File: src/rtl/reset_ctrl.sv
`default_nettype none
// ============================================================================
//  Module      : reset_ctrl
//  Description : Reset controller for the RISC-V core. It takes the raw board
//                reset, synchronizes its release and stretches it, then watches
//                the running core with a heartbeat watchdog and halt detection.
//  Revision    : 1.0 - initial release
// ----------------------------------------------------------------------------
//  Parameters
//    SYNC_STAGES   flops in the reset-deassertion synchronizer (>=2)
//    RESET_CYCLES  cycles core_rst is held after synchronized release (>=1)
//    TIMEOUT       maximum cycles between heartbeats while running (>=2)
//    CNT_W         width of cycle_count and of the internal counters
//  Ports
//    clk          in   1      system clock
//    rst_n        in   1      asynchronous, active-low board reset
//    sw_rst_req   in   1      synchronous soft-reset request (1-cycle pulse)
//    heartbeat    in   1      core progress pulse
//    halt         in   1      core reports normal program end
//    core_rst     out  1      active-high core reset; async assert, sync release
//    running      out  1      state == RUN
//    halted       out  1      state == HALTED
//    timeout      out  1      state == TIMEDOUT
//    state        out  2      ASSERT=0, RUN=1, HALTED=2, TIMEDOUT=3
//    cycle_count  out  CNT_W  cycles spent in RUN since last reset (saturating)
// ============================================================================
module reset_ctrl #(
    parameter int SYNC_STAGES  = 2,
    parameter int RESET_CYCLES = 5,
    parameter int TIMEOUT      = 100000,
    parameter int CNT_W        = 32
) (
    input  logic             clk,
    input  logic             rst_n,
    input  logic             sw_rst_req,
    input  logic             heartbeat,
    input  logic             halt,
    output logic             core_rst,
    output logic             running,
    output logic             halted,
    output logic             timeout,
    output logic [1:0]       state,
    output logic [CNT_W-1:0] cycle_count
);

    typedef enum logic [1:0] {
        ST_ASSERT   = 2'd0,
        ST_RUN      = 2'd1,
        ST_HALTED   = 2'd2,
        ST_TIMEDOUT = 2'd3
    } state_t;

    localparam logic [CNT_W-1:0] C_HOLD_LAST = CNT_W'(RESET_CYCLES - 1);
    localparam logic [CNT_W-1:0] C_WDOG_LAST = CNT_W'(TIMEOUT - 1);
    localparam logic [CNT_W-1:0] C_CNT_MAX   = '1;

    // ------------------------------------------------------------------------
    // Reset-release synchronizer: cleared asynchronously, fills with ones.
    // ------------------------------------------------------------------------
    logic [SYNC_STAGES-1:0] r_sync;
    logic                   w_srst_n;

    always_ff @(posedge clk or negedge rst_n) begin
        if (!rst_n) begin
            r_sync <= '0;
        end else begin
            r_sync <= {r_sync[SYNC_STAGES-2:0], 1'b1};
        end
    end

    assign w_srst_n = r_sync[SYNC_STAGES-1];

    // ------------------------------------------------------------------------
    // State register and counters
    // ------------------------------------------------------------------------
    state_t           r_state;
    state_t           w_state_nxt;
    logic [CNT_W-1:0] r_hold;
    logic [CNT_W-1:0] w_hold_nxt;
    logic [CNT_W-1:0] r_wdog;
    logic [CNT_W-1:0] w_wdog_nxt;
    logic [CNT_W-1:0] r_cyc;
    logic [CNT_W-1:0] w_cyc_nxt;

    always_ff @(posedge clk or negedge rst_n) begin
        if (!rst_n) begin
            r_state <= ST_ASSERT;
            r_hold  <= '0;
            r_wdog  <= '0;
            r_cyc   <= '0;
        end else begin
            r_state <= w_state_nxt;
            r_hold  <= w_hold_nxt;
            r_wdog  <= w_wdog_nxt;
            r_cyc   <= w_cyc_nxt;
        end
    end

    // ------------------------------------------------------------------------
    // Next-state and counter logic
    // ------------------------------------------------------------------------
    always_comb begin
        w_state_nxt = r_state;
        w_hold_nxt  = r_hold;
        w_wdog_nxt  = r_wdog;
        w_cyc_nxt   = r_cyc;

        case (r_state)
            ST_ASSERT: begin
                // Soft reset requests are meaningless here: the core is
                // already held in reset and the hold count keeps running.
                if (w_srst_n) begin
                    if (r_hold == C_HOLD_LAST) begin
                        w_state_nxt = ST_RUN;
                        w_hold_nxt  = '0;
                    end else begin
                        w_hold_nxt = r_hold + 1'b1;
                    end
                end
            end

            ST_RUN: begin
                // Every cycle spent in RUN is counted, including the cycle in
                // which the core leaves RUN, so the frozen value equals the
                // number of RUN cycles.
                if (r_cyc != C_CNT_MAX) begin
                    w_cyc_nxt = r_cyc + 1'b1;
                end
                w_wdog_nxt = heartbeat ? '0 : (r_wdog + 1'b1);

                if (sw_rst_req) begin
                    w_state_nxt = ST_ASSERT;
                    w_hold_nxt  = '0;
                    w_wdog_nxt  = '0;
                    w_cyc_nxt   = '0;
                end else if (halt) begin
                    w_state_nxt = ST_HALTED;
                end else if ((r_wdog == C_WDOG_LAST) && !heartbeat) begin
                    w_state_nxt = ST_TIMEDOUT;
                end
            end

            ST_HALTED, ST_TIMEDOUT: begin
                // Terminal states: counters frozen until a soft reset.
                if (sw_rst_req) begin
                    w_state_nxt = ST_ASSERT;
                    w_hold_nxt  = '0;
                    w_wdog_nxt  = '0;
                    w_cyc_nxt   = '0;
                end
            end

            default: begin
                w_state_nxt = ST_ASSERT;
            end
        endcase
    end

    // ------------------------------------------------------------------------
    // Outputs: decoded straight from the state register, so core_rst asserts
    // asynchronously with rst_n and releases on a clock edge.
    // ------------------------------------------------------------------------
    assign core_rst    = (r_state == ST_ASSERT);
    assign running     = (r_state == ST_RUN);
    assign halted      = (r_state == ST_HALTED);
    assign timeout     = (r_state == ST_TIMEDOUT);
    assign state       = r_state;
    assign cycle_count = r_cyc;

endmodule
`default_nettype wire

File: config.mk
export PLATFORM = sky130hd
export DESIGN_NAME = reset_ctrl
export DESIGN_NICKNAME = d
export VERILOG_FILES = /design/src/rtl/reset_ctrl.sv
export SDC_FILE = /design/constraint.sdc
export NUM_CORES = 1
export LEC_CHECK = 0
export BUFFER_PORTS_ARGS = -buffer_cell sky130_fd_sc_hd__buf_2
export CORE_MARGIN = 2
export CORE_UTILIZATION = 45
export DETAILED_ROUTE_END_ITERATION = 16
export SLEW_MARGIN = 40
export SYNTH_ARGS = -nofsm -noshare
export SYNTH_HDL_FRONTEND = slang
export SYNTH_SLANG_ARGS = --single-unit
File: constraint.sdc
create_clock -name clk -period 3.17 [get_ports clk]
set_input_delay 0.317 -clock clk [delete_from_list [all_inputs] [get_ports clk]]
set_output_delay 0.317 -clock clk [all_outputs]
set_load 0.02 [all_outputs]
==> implementation parameters, run 1 <==
Parameter                              Value

Run status
  Outcome    finished, final reports clean

Clock network
  Max clock buf depth    2
  Post-CTS repair timing setup buffer count    0
  CTS buffer count    9
  CTS clock-pin slew for the worst setup and hold paths    ~0.080 ns
  CTS H-Tree Depth    3
  Clk_lat worst skew    around 0.37 ns
  # hold bufs at CTS    0
  Clock root buffer    clkbuf_16
  Cells resized by post-CTS repair    0
  CTS tree    done
  Number of sinks driven by the clock tree    100

Yosys
  Netlist area before placement    between 5000 and 6000 µm²
  EDFF count, synth    0
  Synthesized netlist net count    a little under 700
  Mapped Cells    between 600 and 700
  Post-synth cell types    60
  Primary FF master, synth    dfrtp_1
  Portion of the post-synthesis area used by sequential elements    between 40% and 50%
  Synthesized flop and latch total    100
  Mean area per synthesized cell    around 8.6 µm²
  Post-synthesis async set-or-reset flop share    100%
  Yosys warnings    0

Place
  Detailed placer's ending HPWL    roughly 11 mm
  Final Wtd Congestion    around 0.86
  Port bufs    42

GRT
  Maximum number of pins on one net before global-route repair    101
  Number of global-route vias before repair    5,290
  Number of antenna violations at the first check in global routing    0
  Grt total ovfl    0
  Total routing usage reported by global routing    approximately a quarter
  Global-route wire length before repair    roughly 27 mm

Cells and area
  Synth-to-Final Area Change    11.3%
  Register Area    2500 µm²
  Fraction of final layout cells with drive strength greater than 1    12.8%
  Final layout net count    just over 700
  Area used by multi-input combinational logic    about 3100 µm²
  Fillcell total    between 1,000 and 1,500
  Number of antenna diodes    0
  Layout Utilization    between 50% and 60%

Timing
  Final setup skew    between 0.01 and 0.015 ns
  Number of endpoints failing setup at the final stage    0
  Hold Violations, Final    0
  Setup tns final    0 ns
  Setup repair after global routing missed its margin    false
  Final Max Tran Viols    0
  Minimum period implied by the final worst setup slack    2.64 ns
  Final cycle utilization of the critical path    a little over four fifths
  FMAX    roughly 380 MHz
  Transition time at the pin with the least slew margin    between 0.8 and 0.9 ns
  Max_slew headroom    ~44%

Worst setup path
  Highest net fanout along the worst path    14
  Register-to-Register Path Depth    6
  Slack of the worst reg-to-reg path    roughly 0.53 ns
  Cells traversed along the worst timing path    nand4_1 > or4_4 > o41ai_4 > buf_4 > o21ai_0 > o31ai_1
  Sort of element at the start of the critical path    flip-flop
  Worst reg2reg path startpoint    cycle_count[16]$_DFFE_PN0P_
  Critical setup path kind    flip-flop to flip-flop
  Largest stage delay on the critical path    between 0.6 and 0.7 ns
  Critical path's slowest cell    or4_4
  Nature of the critical path endpoint    flip-flop
  Worst EP arrival    between 2 and 3 ns
  Data required time at the worst endpoint    about 3.4 ns
  Worst reg2reg path endpoint    cycle_count[22]$_DFFE_PN0P_

Flow run
  # Max-Cap Violations    0

Floorplanning
  Floorplan row count    41
  I/O pin count    43
  Placeable Area    roughly 13,000 µm²
  Die outline width    between 100 and 150 µm
  Overall die height    about 120 µm
  Starting utilization of the core area    a little under half
  Overall die area    around 14,000 µm²

Pwr
  Pwr per Cell Area    approximately 540 nW/µm²
  Worst vdd ir    360 µV
  Leakage power    ~2.7 nW

Routing
  Number of remaining DRC errors    0
  Wire length after detailed routing    about 16 mm
  Post-detailed-route count of antenna-violating nets    0
  Routed wire per std cell    about 18 µm
  Starting DRT DRC Count    between 400 and 500
  DR pass1 iterations    5
  Number of vias per cell    around 6.3
  Total via count in the routed design    5,611

Worst hold path
  Hold Path Class    input port to asynchronous set/reset pin
worst max-delay path by stage:
stage                                        to  cells past startpoint                        start  slack, ns
finish              cycle_count[22]$_DFFE_PN0P_                      6  cycle_count[16]$_DFFE_PN0P_       0.53
global route        cycle_count[18]$_DFFE_PN0P_                      7   cycle_count[0]$_DFFE_PN0P_       0.30
CTS                  cycle_count[4]$_DFFE_PN0P_                      6  cycle_count[16]$_DFFE_PN0P_       0.55
detailed placement  cycle_count[22]$_DFFE_PN0P_                      6  cycle_count[16]$_DFFE_PN0P_       0.59
global placement     cycle_count[6]$_DFFE_PN0P_                      6  cycle_count[16]$_DFFE_PN0P_       0.60
floorplan            cycle_count[4]$_DFFE_PN0P_                      7   cycle_count[0]$_DFFE_PN0P_       0.87
synthesized netlist by cell type (4+ instances only):
cell type / n / area [µm²]
a21o_1: 4 / 30.0
a21oi_1: 33 / 165
a31oi_1: 28 / 175
a41oi_1: 10 / 87.6
and2_1: 5 / 31.3
and3_1: 17 / 106
and4_1: 13 / 114
buf_2: 10 / 50.1
clkbuf_1: 23 / 86.3
dfrtp_1: 100 / 2500
ha_1: 4 / 50.1
inv_1: 19 / 71.3
mux2i_1: 4 / 40.0
nand2_1: 66 / 248
nand2b_1: 4 / 25.0
nand3_1: 45 / 225
nand4_1: 41 / 257
nor2_1: 43 / 161
nor3_1: 17 / 85.1
nor4_1: 25 / 156
o211ai_1: 8 / 60.1
o21ai_0: 67 / 335
o21ai_1: 4 / 20.0
o31a_1: 4 / 35.0
o31ai_1: 9 / 67.6
or3_1: 11 / 68.8
or4_1: 6 / 45.0
xnor2_1: 12 / 105
cells in the final DEF (no fill, tap or decap), types with 3 or more instances in the layout:
| cell | instances |
|---|---|
| nand2b_1 | 4 |
| dfrtp_1 | 100 |
| a31oi_1 | 28 |
| nor3_1 | 17 |
| nor2b_1 | 3 |
| a21o_1 | 4 |
| a22o_1 | 3 |
| xnor2_1 | 12 |
| a41oi_1 | 10 |
| o21ai_1 | 4 |
| buf_4 | 15 |
| ha_1 | 4 |
| nor4b_1 | 3 |
| o21ai_2 | 3 |
| or4_1 | 6 |
| buf_2 | 41 |
| o31a_1 | 4 |
| and4_1 | 13 |
| a21oi_2 | 3 |
| nand4_1 | 41 |
| clkbuf_16 | 9 |
| o31ai_1 | 9 |
| nor2_1 | 42 |
| o21ai_0 | 67 |
| nand3_1 | 45 |
| mux2i_1 | 3 |
| and2_1 | 5 |
| a21oi_1 | 33 |
| and3_1 | 17 |
| or3_1 | 11 |
| o311ai_0 | 3 |
| nand2_1 | 66 |
| o21bai_1 | 3 |
| o211ai_1 | 8 |
| nor4_1 | 25 |
| inv_1 | 19 |
kinds of logic after synthesis:
group	count (synthesis)	share of synthesized area, %
AND/OR/NAND/NOR	311	28.6
flip-flops	100	42.6
multiplexers	4	0.681
buffers and inverters	59	4.32
AO/OA/AOI/OAI	193	20.9
other	1	0.0638
adder cells (fa/ha/maj)	4	0.851
XOR/XNOR	14	2.09
worst max-delay path: cells and delay by family (launching register included):
kind            cells  cell delay (ns)
simple gates        2             0.94
compound gates      3             0.76
flops               1             0.52
buf+inv             1             0.30
power by group:
part           internal (mW)  switching (mW)  total, mW
Clock                  0.561           0.516       1.08
Combinational          0.310           0.592      0.902
Sequential              1.39           0.186       1.58
Total                   2.26            1.29       3.55
per-stage QoR:
stage	total power, mW	instances	hold slack, ns	setup WS, ns	instance area (µm²)
after floorplan	2.19	686	0.0214	0.872	5880
after global placement	2.46	875	0.335	0.605	6250
after detailed placement	2.49	875	0.342	0.586	6260
after CTS	3.58	891	0.0316	0.553	6540
after global routing	3.76	891	0.0608	0.297	6550
final	3.55	891	0.0191	0.531	6550
per-layer routing:
metal | track usage [%] | vias up | routed length, µm | share of wire, %
met3 | 4.87 | 20 | 855 | 5.4
met4 | 7.91 | 0 | 229 | 1.4
met2 | 36.4 | 177 | 7470 | 47
li1 | - | 2653 | - | -
met5 | 0 | - | 0 | 0
met1 | 33.2 | 2761 | 7370 | 46
registers in the layout, indices dropped and copies added (netlist names):
name,flops
cycle_count,32
r_hold,32
r_sync,2
r_wdog,32
state,2
area by class of cell:
| class | count | area share [%] |
|---|---|---|
| inverters | 19 | 1.09 |
| well taps | 172 | 3.29 |
| clock buffers | 12 | 3.77 |
| flip-flops and latches | 100 | 38.2 |
| multi-input cells | 527 | 47.9 |
| clock inverters | 4 | 0.516 |
| repair buffers | 57 | 5.16 |
Power figures use the tool's default switching activity.
==> run 2, diff against run 1 <==
--- a/config.mk
+++ b/config.mk
@@ -5,6 +5,7 @@
 export SDC_FILE = /design/constraint.sdc
 export NUM_CORES = 1
 export LEC_CHECK = 0
+export ABC_AREA = 1
 export BUFFER_PORTS_ARGS = -buffer_cell sky130_fd_sc_hd__buf_2
 export CORE_MARGIN = 2
 export CORE_UTILIZATION = 45
==> constraint.sdc (replaced) <==
create_clock -name clk -period 2.27 [get_ports clk]
set_input_delay 0.227 -clock clk [delete_from_list [all_inputs] [get_ports clk]]
set_output_delay 0.227 -clock clk [all_outputs]
set_load 0.02 [all_outputs]
==> run 2 against run 1 <==
Effect of this change:
- cell area increased by 12%
- setup slack worse by 0.20 ns
- flip-flop and latch count unchanged
- critical path type unchanged
- synthesized cell count grew 44%
- sequential share of layout area down 4.0 points
- area after synthesis rose by 12%
- power rose by 43%
- clock power rose by 44%
- clock skew fell by 0.0012 ns
- combinational power increased by 74%
- hold slack better by 0.19 ns
- global-route usage fell by 0.66 points
==> implementation parameters, run 2 <==
Parameter                              Value

Place
  Port bufs    42 (unchanged)
  Final Wtd Congestion    0.912 (was 0.857)
  Placed inst area    7000 µm² (was 6260 µm²)
  Detailed placer's ending HPWL    12.9 mm (was 10.9 mm)

Pwr
  Clock group share of total power    30.6% (was 30.3%)
  Comb pwr share    31.0% (was 25.4%)
  Net switching power figure    2.06 mW (was 1.29 mW)
  Worst vdd ir    514 µV (was 360 µV)
  Sequential share of power    38.4% (was 44.3%)
  Pwr per Cell Area    695 nW/µm² (was 543 nW/µm²)
  Internal power contribution    3.01 mW (was 2.26 mW)
  Leakage power    3.21 nW (was 2.70 nW)
  Switching share of power    40.6% (was 36.4%)

Routing
  Total via count in the routed design    6,336 (was 5,611)
  Starting DRT DRC Count    455 (was 485)
  Wire length after detailed routing    17.3 mm (was 15.9 mm)
  Number of vias per cell    5.18 (was 6.30)
  Post-detailed-route count of antenna-violating nets    0 (unchanged)
  Routed wire per std cell    14.1 µm (was 17.9 µm)
  DR pass1 iterations    5 (unchanged)
  Number of remaining DRC errors    0 (unchanged)

GRT
  Global-route wire length before repair    29.6 mm (was 26.9 mm)
  Maximum number of pins on one net before global-route repair    44 (was 101)
  Grt total ovfl    0 (unchanged)
  Total routing usage reported by global routing    23.0% (was 23.6%)
  Number of global-route vias before repair    5,855 (was 5,290)
  Number of antenna violations at the first check in global routing    1 (was 0)

Cells and area
  Commonest non-fill, non-tap cell in the layout    nand2_1 (was dfrtp_1)
  Fraction of final layout cells with drive strength greater than 1    10.1% (was 12.8%)
  Area used by multi-input combinational logic    3590 µm² (was 3140 µm²)
  Number of antenna diodes    0 (unchanged)
  Register Area    2500 µm² (unchanged)
  Fillcell total    1,497 (was 1,235)
  Leading cell types in the layout, fill and taps excluded    nand2_1, nor2_1, dfrtp_1, inv_1, nand3_1 (was dfrtp_1, o21ai_0, nand2_1, nand3_1, nor2_1)
  Final layout net count    1,043 (was 723)
  Area of all placed cells without fillers    7300 µm² (was 6550 µm²)
  Synth-to-Final Area Change    10.6% (was 11.3%)

Floorplanning
  Overall die height    125 µm (was 118 µm)
  Floorplan row count    44 (was 41)
  Die outline width    125 µm (was 118 µm)
  Overall die area    15,700 µm² (was 14,000 µm²)
  Starting utilization of the core area    45.8% (was 46.4%)
  Placeable Area    14,400 µm² (was 12,700 µm²)
  I/O pin count    43 (unchanged)

Worst setup path
  Largest stage delay on the critical path    0.42 ns (was 0.61 ns)
  Data required time at the worst endpoint    2.52 ns (was 3.44 ns)
  Critical path's slowest cell    dfrtp_1 (was or4_4)
  Critical setup path kind    flip-flop to flip-flop (unchanged)
  Cells traversed along the worst timing path    ha_1 > nand3_1 > nor2_2 > nand2_1 > nor2_2 > nand2_1 > nand2_1 > nand2_1 > nand2_1 > nand2_1 (was nand4_1 > or4_4 > o41ai_4 > buf_4 > o21ai_0 > o31ai_1)
  Worst EP arrival    2.19 ns (was 2.91 ns)
  Sort of element at the start of the critical path    flip-flop (unchanged)
  Slack of the worst reg-to-reg path    0.34 ns (was 0.53 ns)
  Highest net fanout along the worst path    7 (was 14)
  Library cell appearing most often on the critical path    nand2_1
  Nature of the critical path endpoint    flip-flop (unchanged)

Yosys
  Synthesized netlist net count    997 (was 695)
  Most used standard cell by instance count after synthesis    nand2_1 (was dfrtp_1)
  Portion of the post-synthesis area used by sequential elements    37.9% (was 42.6%)
  Mapped Cells    988 (was 686)
  Area share of the largest cell type after synthesis    37.9% (was 42.6%)
  Ranking of synthesized cells by area    dfrtp_1, nand2_1, nor2_1 (was dfrtp_1, o21ai_0, nand4_1)
  Mean area per synthesized cell    6.68 µm² (was 8.57 µm²)
  Post-synth cell types    42 (was 60)
  Biggest area consumer among synthesized cells    dfrtp_1 (unchanged)
  Synth cell count leaders    nand2_1, nor2_1, dfrtp_1 (was dfrtp_1, o21ai_0, nand2_1)
  Synthesized flop and latch total    100 (unchanged)
  Netlist area before placement    6600 µm² (was 5880 µm²)
  EDFF count, synth    0 (unchanged)
  Post-synthesis async set-or-reset flop share    100% (unchanged)
  Yosys warnings    0 (unchanged)
  Primary FF master, synth    dfrtp_1 (unchanged)

Timing
  Final cycle utilization of the critical path    85.2% (was 83.2%)
  FMAX    517 MHz (was 379 MHz)
  Transition time at the pin with the least slew margin    0.621 ns (was 0.835 ns)
  Number of endpoints failing setup at the final stage    0 (unchanged)
  Max_slew headroom    58.3% (was 44.1%)
  Final setup skew    0.0113 ns (was 0.0124 ns)
  Hold Violations, Final    0 (unchanged)
  Setup tns final    0 ns (unchanged)
  Final Max Tran Viols    0 (unchanged)
  Setup repair after global routing missed its margin    false (unchanged)
  Minimum period implied by the final worst setup slack    1.93 ns (was 2.64 ns)

Clock network
  CTS H-Tree Depth    3 (unchanged)
  CTS tree    done (unchanged)
  Number of sinks driven by the clock tree    100 (unchanged)
  CTS clock-pin slew for the worst setup and hold paths    0.08 ns (about the same)
  Max clock buf depth    2 (unchanged)
  CTS buffer count    9 (unchanged)
  Clk_lat worst skew    0.36 ns (was 0.37 ns)
  Clock root buffer    clkbuf_16 (unchanged)
  Cells resized by post-CTS repair    0 (unchanged)

Worst hold path
  Hold Path Class    input port to flip-flop (was input port to asynchronous set/reset pin)

Run status
  Outcome    finished, final reports clean (unchanged)

Flow run
  # Max-Cap Violations    0 (unchanged)
==> run 2: layout make-up <==
cell class,count,area share [%]
flip-flops and latches,100,34.3
clock inverters,6,0.737
inverters,98,5.04
well taps,184,3.15
clock buffers,10,3.27
repair buffers,54,4.35
multi-input cells,771,49.2
==> run 2: timing repair <==
item / 4_1_cts / 5_1_grt
buffers inserted: 0 / 0
hold endpoints to repair: 38 / 0
hold buffers: 1 / 0
==> run 2: worst max-delay path: cells and delay by family, from the launching register on <==
kind / cells / cell delay (ns)
fa+ha+maj: 1 / 0.25
flops: 1 / 0.42
simple gates: 9 / 1.17
==> run 2: path summary, 6_finish.rpt <==
path	start	endpoint	depth (start not counted)
worst min-delay path	halt	state[0]$_DFFE_PN0P_	4
min in group asynchronous	rst_n	r_hold[26]$_DFFE_PN0P_	2
worst min register to register	r_sync[0]$_DFF_PN0_	r_sync[1]$_DFF_PN0_	0
worst max-delay path	cycle_count[0]$_DFFE_PN0P_	cycle_count[22]$_DFFE_PN0P_	10
max in group asynchronous	rst_n	cycle_count[31]$_DFFE_PN0P_	3
worst max register to register	cycle_count[0]$_DFFE_PN0P_	cycle_count[22]$_DFFE_PN0P_	10
==> run 2: layer usage <==
metal	wire [µm]	vias up	GRT usage [%]
li1	-	3289	-
met2	7620	116	35.5
met1	8690	2914	33.3
met3	719	15	4.84
met4	214	2	5.42
met5	13	-	0
==> run 2: stage by stage <==
step	util, %	hold slack, ns	instances	power, mW	setup slack [ns]
after floorplan	-	-0.0686	988	3.21	0.543
after global placement	48.5	0.246	1206	3.58	0.406
after detailed placement	48.5	0.251	1206	3.58	0.371
after CTS	50.6	0.190	1223	5.16	0.361
after global routing	50.6	0.218	1223	5.39	0.0559
final	50.6	0.205	1223	5.08	0.336
==> run 2: cell families (layout without fill, tap and decap cells) <==
group | count (synthesis) | in the layout | synth area share [%]
other | 1 | 1 | 0.0568
and+or+nand+nor | 640 | 640 | 42.0
xor gates and xnor gates | 19 | 19 | 2.52
AOI/OAI and AO/OA | 107 | 107 | 9.02
buffers and inverters | 117 | 168 | 7.71
adders and majority gates | 4 | 4 | 0.758
DFF | 100 | 100 | 37.9
==> run 2: power groups by stage <==
stage | logic (mW) | clock network (mW) | registers, mW
3_5_place_dp | 1.59 | 0 | 1.98
5_1_grt | 1.75 | 1.67 | 1.97
6_report | 1.57 | 1.55 | 1.95
2_1_floorplan | 1.20 | 0 | 2.01
3_3_place_gp | 1.60 | 0 | 1.98
4_1_cts | 1.60 | 1.61 | 1.95
==> run 3, diff against run 2 <==
==> constraint.sdc (replaced) <==
create_clock -name clk -period 2.28 [get_ports clk]
set_input_delay 0.228 -clock clk [delete_from_list [all_inputs] [get_ports clk]]
set_output_delay 0.228 -clock clk [all_outputs]
set_load 0.02 [all_outputs]
==> run 3 against run 2 <==
Effect of this change:
- first-iteration DRC count up 4.0%
- register-to-register slack better by 0.04 ns
- hold slack better by 0.00084 ns
- combinational power about the same
- critical endpoint is now cycle_count[12]$_DFFE_PN0P_
==> implementation parameters, run 3 (synthesized netlist as in run 2, its figures left out) <==
Parameter                              Value

Timing
  Setup repair after global routing missed its margin    false (unchanged)
  Hold Violations, Final    0 (unchanged)
  Final Max Tran Viols    0 (unchanged)
  Final setup skew    0.00334 ns (was 0.0113 ns)
  Max_slew headroom    62.8% (was 58.3%)
  Minimum period implied by the final worst setup slack    1.90 ns (was 1.93 ns)
  Setup tns final    0 ns (unchanged)
  Crit path setup slack, layout    0.379 ns (was 0.336 ns)
  Final cycle utilization of the critical path    83.4% (was 85.2%)
  Transition time at the pin with the least slew margin    0.553 ns (was 0.621 ns)
  FMAX    526 MHz (was 517 MHz)
  Number of endpoints failing setup at the final stage    0 (unchanged)

Cells and area
  Synth-to-Final Area Change    11.4% (was 10.6%)
  Final layout net count    1,042 (was 1,043)
  Commonest non-fill, non-tap cell in the layout    nand2_1 (unchanged)
  Area used by multi-input combinational logic    3590 µm² (unchanged)
  Number of antenna diodes    0 (unchanged)
  Leading cell types in the layout, fill and taps excluded    nand2_1, nor2_1, dfrtp_1, inv_1, nand3_1 (unchanged)
  Fraction of final layout cells with drive strength greater than 1    9.93% (was 10.1%)
  Fillcell total    1,455 (was 1,497)
  Register Area    2500 µm² (unchanged)

Clock network
  CTS buffer count    9 (unchanged)
  CTS H-Tree Depth    3 (unchanged)
  Number of sinks driven by the clock tree    100 (unchanged)
  CTS clock-pin slew for the worst setup and hold paths    0.07 ns (was 0.08 ns)
  Clk_lat worst skew    0.35 ns (was 0.36 ns)
  CTS tree    done (unchanged)
  Clock root buffer    clkbuf_16 (unchanged)
  Max clock buf depth    2 (unchanged)
  Cells resized by post-CTS repair    0 (unchanged)

Worst setup path
  Highest net fanout along the worst path    40 (was 7)
  Cells traversed along the worst timing path    ha_1 > nand2_1 > nor2_1 > nand2_1 > nor2_1 > nand3_2 > nand2_4 > o21ai_0 (was ha_1 > nand3_1 > nor2_2 > nand2_1 > nor2_2 > nand2_1 > nand2_1 > nand2_1 > nand2_1 > nand2_1)
  Critical path's slowest cell    dfrtp_1 (unchanged)
  Nature of the critical path endpoint    flip-flop (unchanged)
  Worst EP arrival    2.12 ns (was 2.19 ns)
  Sort of element at the start of the critical path    flip-flop (unchanged)
  Buffering stage count on the worst path with inverters included    0 (unchanged)
  Largest stage delay on the critical path    0.42 ns (about the same)
  Data required time at the worst endpoint    2.50 ns (was 2.52 ns)
  Critical setup path kind    flip-flop to flip-flop (unchanged)
  Crit-path leading delay family    simple AND/OR/NAND/NOR gates (unchanged)

Pwr
  Leakage power    3.23 nW (was 3.21 nW)
  Pwr per Cell Area    719 nW/µm² (was 695 nW/µm²)
  Worst vdd ir    491 µV (was 514 µV)

Place
  Detailed placer's ending HPWL    12.7 mm (was 12.9 mm)
  Port bufs    42 (unchanged)
  Setup slack at placement    0.365 ns (was 0.371 ns)
  Final Wtd Congestion    0.883 (was 0.912)

Floorplanning
  Starting utilization of the core area    45.8% (unchanged)
  Placeable Area    14,400 µm² (unchanged)
  Die outline width    125 µm (unchanged)
  Overall die area    15,700 µm² (unchanged)
  I/O pin count    43 (unchanged)
  Floorplan row count    44 (unchanged)
  Overall die height    125 µm (unchanged)

GRT
  Number of global-route vias before repair    5,879 (was 5,855)
  Maximum number of pins on one net before global-route repair    41 (was 44)
  Number of antenna violations at the first check in global routing    1 (unchanged)
  Total routing usage reported by global routing    23.0% (about the same)
  Grt total ovfl    0 (unchanged)
  Global-route wire length before repair    29.9 mm (was 29.6 mm)

Routing
  Starting DRT DRC Count    473 (was 455)
  Wire length after detailed routing    17.4 mm (was 17.3 mm)
  Number of remaining DRC errors    0 (unchanged)
  Number of vias per cell    5.15 (was 5.18)
  DR pass1 iterations    5 (unchanged)
  Total via count in the routed design    6,294 (was 6,336)
  Post-detailed-route count of antenna-violating nets    0 (unchanged)
  Routed wire per std cell    14.2 µm (was 14.1 µm)

Run status
  Outcome    finished, final reports clean (unchanged)

Flow run
  # Max-Cap Violations    0 (unchanged)

Worst hold path
  Hold Path Class    input port to flip-flop (unchanged)
[run 3: per-stage QoR]
| stage | cells | cell area, µm² | utilization [%] | hold slack, ns | power (mW) |
|---|---|---|---|---|---|
| after floorplan | 988 | 6600 | - | -0.0676 | 3.20 |
| after global placement | 1205 | 7010 | 48.6 | 0.194 | 3.58 |
| after detailed placement | 1205 | 7010 | 48.6 | 0.200 | 3.56 |
| after CTS | 1221 | 7350 | 51.0 | 0.196 | 5.36 |
| after global routing | 1221 | 7350 | 51.0 | 0.239 | 5.61 |
| final | 1221 | 7350 | 51.0 | 0.206 | 5.28 |
[run 3: final timing paths]
check                                            from                          end  slack (ns)  cells after the start
min in group asynchronous                       rst_n       r_hold[14]$_DFFE_PN0P_        0.35                      2
setup reg to reg           cycle_count[1]$_DFFE_PN0P_  cycle_count[12]$_DFFE_PN0P_        0.38                      8
hold reg to reg                   r_sync[0]$_DFF_PN0_          r_sync[1]$_DFF_PN0_        0.37                      0
setup / recovery           cycle_count[1]$_DFFE_PN0P_  cycle_count[12]$_DFFE_PN0P_        0.38                      8
max in group asynchronous                       rst_n       r_wdog[28]$_DFFE_PN0P_        1.38                      3
hold / removal                                   halt         state[0]$_DFFE_PN0P_        0.21                      4
[run 3: layout make-up]
class,instances,area share [%]
Sequential cell,100,34.0
Timing Repair Buffer,53,4.39
Clock inverter,6,1.51
Multi-Input combinational cell,771,48.9
Tap cell,184,3.13
Clock buffer,9,3.06
Inverter,98,5.00
[run 3: tightest hold or removal path: stages]
cell	delay, ns
buf_2	0.08
o21ai_0	0.07
nand4_1	0.09
nand2_1	0.05
[run 3: layer usage]
| metal | global-route usage (%) | vias to the layer above | part of all wire (%) |
|---|---|---|---|
| met5 | 0 | - | 0.075 |
| met4 | 4.58 | 2 | 1.2 |
| met3 | 4.58 | 19 | 4.8 |
| met2 | 35.7 | 141 | 44 |
| met1 | 33.7 | 2850 | 50 |
| li1 | - | 3282 | - |
[run 3: power by group]
part / internal, mW / total (mW) / leakage [nW] / switching (mW)
sequential: 1.85 / 1.95 / 1.39 / 0.102
combinational: 0.362 / 1.57 / 1.68 / 1.21
clock: 1.07 / 1.76 / 0.162 / 0.696
total: 3.28 / 5.28 / 3.23 / 2.00
[run 3: what timing repair did]
action	in CTS	in global routing
hold buffers	1	0
setup buffers	0	0
endpoints found under the hold margin	28	0
